===== src/rtl/nibble_parity_tx_if.sv =====
// Valid/ready nibble handshake between the parity generator and the serial transmitter.
interface nibble_parity_tx_if;
    logic [3:0] data_in;
    logic       valid;
    logic       ready;

    modport master (output data_in, output valid, input ready);
    modport slave  (input data_in, input valid, output ready);
endinterface


===== src/rtl/nibble_parity_tx.sv =====
// Serial transmitter for 4-bit words: start, d0..d3, parity, stop, each bit held CLKS_PER_BIT clocks.
// Optional macro EVEN_PARITY_EN switches the parity bit from odd (default) to even.
module nibble_parity_tx #(
    parameter int unsigned CLKS_PER_BIT = 4
) (
    input  logic                clk,
    input  logic                rst_n,
    nibble_parity_tx_if.slave   bus,
    output logic                tx_out,
    output logic                busy
);

    localparam int unsigned CNT_W  = 8;
    localparam int unsigned IDX_W  = 2;
    localparam int unsigned DATA_W = 4;
    localparam logic [CNT_W-1:0] CNT_LAST = CNT_W'(CLKS_PER_BIT - 1);

    typedef enum logic [2:0] {
        IDLE   = 3'd0,
        START  = 3'd1,
        DATA   = 3'd2,
        PARITY = 3'd3,
        STOP   = 3'd4
    } state_t;

    state_t              state;
    logic [CNT_W-1:0]    cnt;
    logic [IDX_W-1:0]    idx;
    logic [DATA_W-1:0]   data_q;
    logic                par_q;
    logic                ready_q;
    logic                par_c;
    logic                bit_done_c;

`ifdef EVEN_PARITY_EN
    assign par_c = ^bus.data_in;
`else
    assign par_c = ~(^bus.data_in);
`endif

    assign bit_done_c = (cnt == CNT_LAST);
    assign bus.ready  = ready_q;

    // Frame sequencer; tx_out is loaded with the next bit value on the edge the state advances.
    always_ff @(posedge clk) begin
        if (!rst_n) begin
            state   <= IDLE;
            tx_out  <= 1'b1;
            ready_q <= 1'b1;
            busy    <= 1'b0;
            cnt     <= '0;
            idx     <= '0;
            data_q  <= '0;
            par_q   <= 1'b0;
        end else begin
            case (state)
                IDLE: begin
                    if (bus.valid && ready_q) begin
                        data_q  <= bus.data_in;
                        par_q   <= par_c;
                        state   <= START;
                        tx_out  <= 1'b0;
                        ready_q <= 1'b0;
                        busy    <= 1'b1;
                        cnt     <= '0;
                        idx     <= '0;
                    end
                end
                START: begin
                    if (bit_done_c) begin
                        state  <= DATA;
                        tx_out <= data_q[0];
                        idx    <= '0;
                        cnt    <= '0;
                    end else begin
                        cnt <= cnt + CNT_W'(1);
                    end
                end
                DATA: begin
                    if (bit_done_c) begin
                        cnt <= '0;
                        if (idx == IDX_W'(3)) begin
                            state  <= PARITY;
                            tx_out <= par_q;
                        end else begin
                            idx    <= idx + IDX_W'(1);
                            tx_out <= data_q[idx + IDX_W'(1)];
                        end
                    end else begin
                        cnt <= cnt + CNT_W'(1);
                    end
                end
                PARITY: begin
                    if (bit_done_c) begin
                        state  <= STOP;
                        tx_out <= 1'b1;
                        cnt    <= '0;
                    end else begin
                        cnt <= cnt + CNT_W'(1);
                    end
                end
                STOP: begin
                    if (bit_done_c) begin
                        state   <= IDLE;
                        tx_out  <= 1'b1;
                        ready_q <= 1'b1;
                        busy    <= 1'b0;
                        cnt     <= '0;
                    end else begin
                        cnt <= cnt + CNT_W'(1);
                    end
                end
                default: begin
                    state   <= IDLE;
                    tx_out  <= 1'b1;
                    ready_q <= 1'b1;
                    busy    <= 1'b0;
                    cnt     <= '0;
                end
            endcase
        end
    end

endmodule


===== src/flat_wrapper.sv =====
// flat-port wrapper written by rule: the top's interface ports become plain ports
module nibble_parity_tx_flat 
#(
    parameter int unsigned CLKS_PER_BIT = 4
)
  (clk, rst_n, tx_out, busy, bus_data_in, bus_valid, bus_ready);
  nibble_parity_tx_if bus_i ();
  input  logic clk;
  input  logic rst_n;
  output logic tx_out;
  output logic busy;
  input wire logic [$bits(bus_i.data_in)-1:0] bus_data_in;
  input wire logic [$bits(bus_i.valid)-1:0] bus_valid;
  output wire logic [$bits(bus_i.ready)-1:0] bus_ready;
  assign bus_i.data_in = bus_data_in;
  assign bus_i.valid = bus_valid;
  assign bus_ready = bus_i.ready;
  nibble_parity_tx #(.CLKS_PER_BIT(CLKS_PER_BIT)) u_core (.clk(clk), .rst_n(rst_n), .bus(bus_i), .tx_out(tx_out), .busy(busy));
endmodule

===== config.mk =====
export PLATFORM = sky130hd
export DESIGN_NAME = nibble_parity_tx_flat
export DESIGN_NICKNAME = d
export VERILOG_FILES = /design/src/rtl/nibble_parity_tx_if.sv /design/src/rtl/nibble_parity_tx.sv /design/src/flat_wrapper.sv
export SDC_FILE = /design/constraint.sdc
export NUM_CORES = 1
export LEC_CHECK = 0
export CORE_MARGIN = 2
export CORE_UTILIZATION = 49
export DETAILED_ROUTE_END_ITERATION = 16
export HOLD_SLACK_MARGIN = 0.06
export PLACE_DENSITY = 0.73
export SYNTH_ARGS = -nofsm -noshare
export SYNTH_HDL_FRONTEND = slang
export SYNTH_SLANG_ARGS = --single-unit

===== constraint.sdc =====
create_clock -name clk -period 1.55 [get_ports clk]
set_input_delay 0.2325 -clock clk [delete_from_list [all_inputs] [get_ports clk]]
set_output_delay 0.2325 -clock clk [all_outputs]
set_load 0.01 [all_outputs]

==> run summary <==
The flow ran to the end, but the final reports show violations. The final reports fail on setup timing. The total congestion overflow after global routing is 0.

The effective utilization at floorplan is 0.529. The sum of buffers and inverters on the critical path is 1. The shortest period the worst path allows is 1.66 ns. The arrival time of data at the critical path endpoint came out at 1.92 ns.

The final cycle utilization of the critical path came out at 1.07. The sort of element at the start of the critical path is a register. Detailed placement finished with a half-perimeter wire length of 2000 um. At the pin with the least slew margin, the transition time is 0.439 ns. The antenna diode count is 0. The largest vdd supply drop is 0.000606 V.

The post-detailed-route via-to-cell ratio is 5.73. The area share of the largest cell type after synthesis came out at 0.397. The average instance area after synthesis is 8.75 sq um. The synthesized flop and latch total is 21. Summing all non-filler instances in the final layout gives an area of 1510 sq um.

The quantity of I/O buffers inserted on ports is 9. The clock latency on the worst-skew pair came out at 0.32 ns. Routability-driven placement finished with a final weighted congestion of 0.855. The cell leakage power is 0.000581 uW.

The floorplan die height came out at 50.5 um. In this run the number of H-tree levels came out at 1. The slowest stage of the critical path belongs to the cell or4_4. The overall power came out at 1270 uW. The number of standard cells after synthesis is 121. The fraction of final layout cells with drive strength greater than 1 came out at 0.363. The hold violation total from the final report was 0.

The layout-stage area growth over the synthesis result is 42.6%. During synthesis, Yosys emitted a total of 0 warnings. Counting distinct cell types in the post-synthesis netlist gives 31. The final number of max-transition violations is 0. The remaining antenna violation count after routing is 0. The total global routing track utilization came out at 0.230. The tree built by TritonCTS fans out to 21 sinks. The kind of end point of the critical path is a register. The final routed wire length divided by cell count is 15.4 um. The die boundary width is 50.5 um. The number of remaining DRC errors is 0. The total nets after synthesis is 130.

The total via count after detailed routing is 1,055. The number of global-route vias before repair was 976. The die covers 2550 sq um. The critical path required time came out at 1.81 ns.

The post-CTS clock slew at the launch and capture registers of the worst setup and hold paths came out at 0.13 ns. The first routing iteration left 42 violations. The CTS tree is yes. Setup repair after global routing could not meet its margin everywhere. The register area share after synthesis is 0.397.

The final setup violation count came out at 12. The layout has 151 filler cells. In this run, post-CTS hold repair placed 0 buffers. The area of the core region came out at 2000 sq um. The areal power density over the cells came out at 840 nW/um^2. In this run the cell area of the synthesized design comes to 1060 sq um.

The first global-routing pass estimated 4420 um of wire. The detailed-route wire length came out at 2830 um. The relative slew slack is 0.707. Broken down by cell family, the worst path's largest delay share belongs to simple AND/OR/NAND/NOR gates. The largest total area in the synthesized netlist belongs to dfxtp_1.

The maximum clock rate is 602 MHz. 10 I/O pins were placed. No sink is reached through more buffers than the 2 on the longest clock path.

Traced cell by cell, the critical path runs through ha_4 -> nor4b_4 -> buf_4 -> a211oi_4 -> or4_4 -> a21oi_2. The initialized floorplan defines 16 standard-cell rows. Once placement finished, the instance area stood at 1370 sq um.

The root buffer cell is clkbuf_4. The clock arrives with 0.0127 ns of skew. The worst-case setup margin in the final layout came out at -0.112 ns. The number of detailed-route iterations in the first pass came out at 4.

The number of CTS-inserted buffers came out at 3. The largest incremental delay on the critical path is 0.53 ns. By area the synthesized netlist is led by dfxtp_1, xnor2_1, mux2i_1. The maximum number of pins on one net before global-route repair came out at 13. The initial antenna violation count came out at 0.

For this run, the post-layout net count is 167. The min-delay analysis places its worst path in the category register to register. Of all nets on the critical path, the largest fanout is 3. The max-capacitance violation count is 0.

The critical path is of the register to register type.
-- per-layer routing --
metal,vias to the layer above,part of all wire,track usage
met2,41,0.50,0.384
li1,506,-,-
met4,0,0.020,0.0586
met3,6,0.058,0.0357
met1,502,0.42,0.310
met5,-,0,0
-- worst register-to-register path, cell delays in order (launching register included) --
cell and delay (ns):
dfxtp_4 0.38, ha_4 0.13, nor4b_4 0.17, buf_4 0.18, a211oi_4 0.07, or4_4 0.53, a21oi_2 0.14
-- repair_timing --
item | CTS | global route
setup buffers | 1 | 4
endpoints found under the hold margin | 0 | 0
resized for setup | 5 | 14
pin swaps | 2 | 7
endpoints found under the setup margin | 14 | 16
-- final cells by class --
| class | count | area (sq um) | share of cell area |
|---|---|---|---|
| Clock buffer | 3 | 22.5 | 0.0149 |
| Clock inverter | 1 | 5.00 | 0.00332 |
| Inverter | 4 | 15.0 | 0.00995 |
| Multi-Input combinational cell | 91 | 696 | 0.461 |
| Sequential cell | 21 | 433 | 0.287 |
| Tap cell | 27 | 33.8 | 0.0224 |
| Timing Repair Buffer | 37 | 304 | 0.201 |
-- where the power goes --
| group | switching (uW) | leakage, uW | total, uW | internal [uW] |
|---|---|---|---|---|
| sequential | 38.9 | 0.000174 | 621 | 582 |
| clock | 183 | 0.0000177 | 280 | 96.6 |
| combinational | 168 | 0.000390 | 366 | 198 |
| total | 390 | 0.000581 | 1270 | 877 |
-- metrics by stage --
step                      hold WS, ns  std cells  setup TNS [ns]  utilization  setup WS (ns)
after floorplan                 0.309        121        -0.00207            -       -0.00207
after detailed placement        0.484        175           -3.97        0.684         -0.251
after global routing            0.555        184           -1.32        0.754         -0.146
after global placement          0.468        175           -3.40        0.684         -0.222
after CTS                       0.504        180          -0.180        0.711        -0.0706
final                           0.522        184          -0.588        0.754         -0.112
-- Yosys cell counts --
library cell,instances
nor4b_2,1
mux4_2,1
buf_2,2
ha_1,2
o21ai_0,7
or3b_1,1
mux2i_1,6
a21oi_1,9
nand3_1,5
a2111oi_2,1
xor2_1,3
and2_1,1
nand2_1,7
o21a_1,1
dfxtp_1,21
or4_1,3
inv_1,4
or3_1,2
o21ba_2,1
clkbuf_1,2
nor3_1,5
a2bb2oi_1,1
buf_4,1
nand4_1,5
a21boi_0,1
a211oi_1,1
o21ai_1,1
xnor2_1,8
a211o_1,1
nor2_1,16
a2111o_1,1
-- cell usage in the layout, fill, tap and decap left out, types with 5 or more instances in the layout --
cell	count
a21oi_1	5
buf_4	27
clkdlybuf4s50_1	9
dfxtp_1	15
mux2i_1	6
nand2_1	6
nand4_1	5
nor2_1	16
o21ai_0	7
xnor2_1	8
-- registers in the layout, summed over array words and instances (netlist names) --
register	count
u_core.idx	2
u_core.par_q	1
u_core.cnt	8
u_core.state	3
u_core.data_q	4
u_core.tx_out	1
u_core.busy	1
u_core.bus.ready	1
-- path summary, 6_finish.rpt --
| kind | startpoint | to | slack [ns] | cells past startpoint |
|---|---|---|---|---|
| min | u_core.idx[1] | u_core.idx[1] | 0.52 | 2 |
| max | u_core.cnt[0] | u_core.state[0] | -0.11 | 6 |
| max reg2reg | u_core.cnt[0] | u_core.state[0] | -0.11 | 6 |
| min reg2reg | u_core.idx[1] | u_core.idx[1] | 0.52 | 2 |
-- cells by family after synthesis --
logic type	synth area share
buffers and inverters	0.0378
adders and majority gates	0.0236
AOI/OAI and AO/OA	0.152
muxes	0.0780
and+or+nand+nor	0.220
xor gates and xnor gates	0.0910
DFF	0.397
Power figures use the tool's default switching activity.
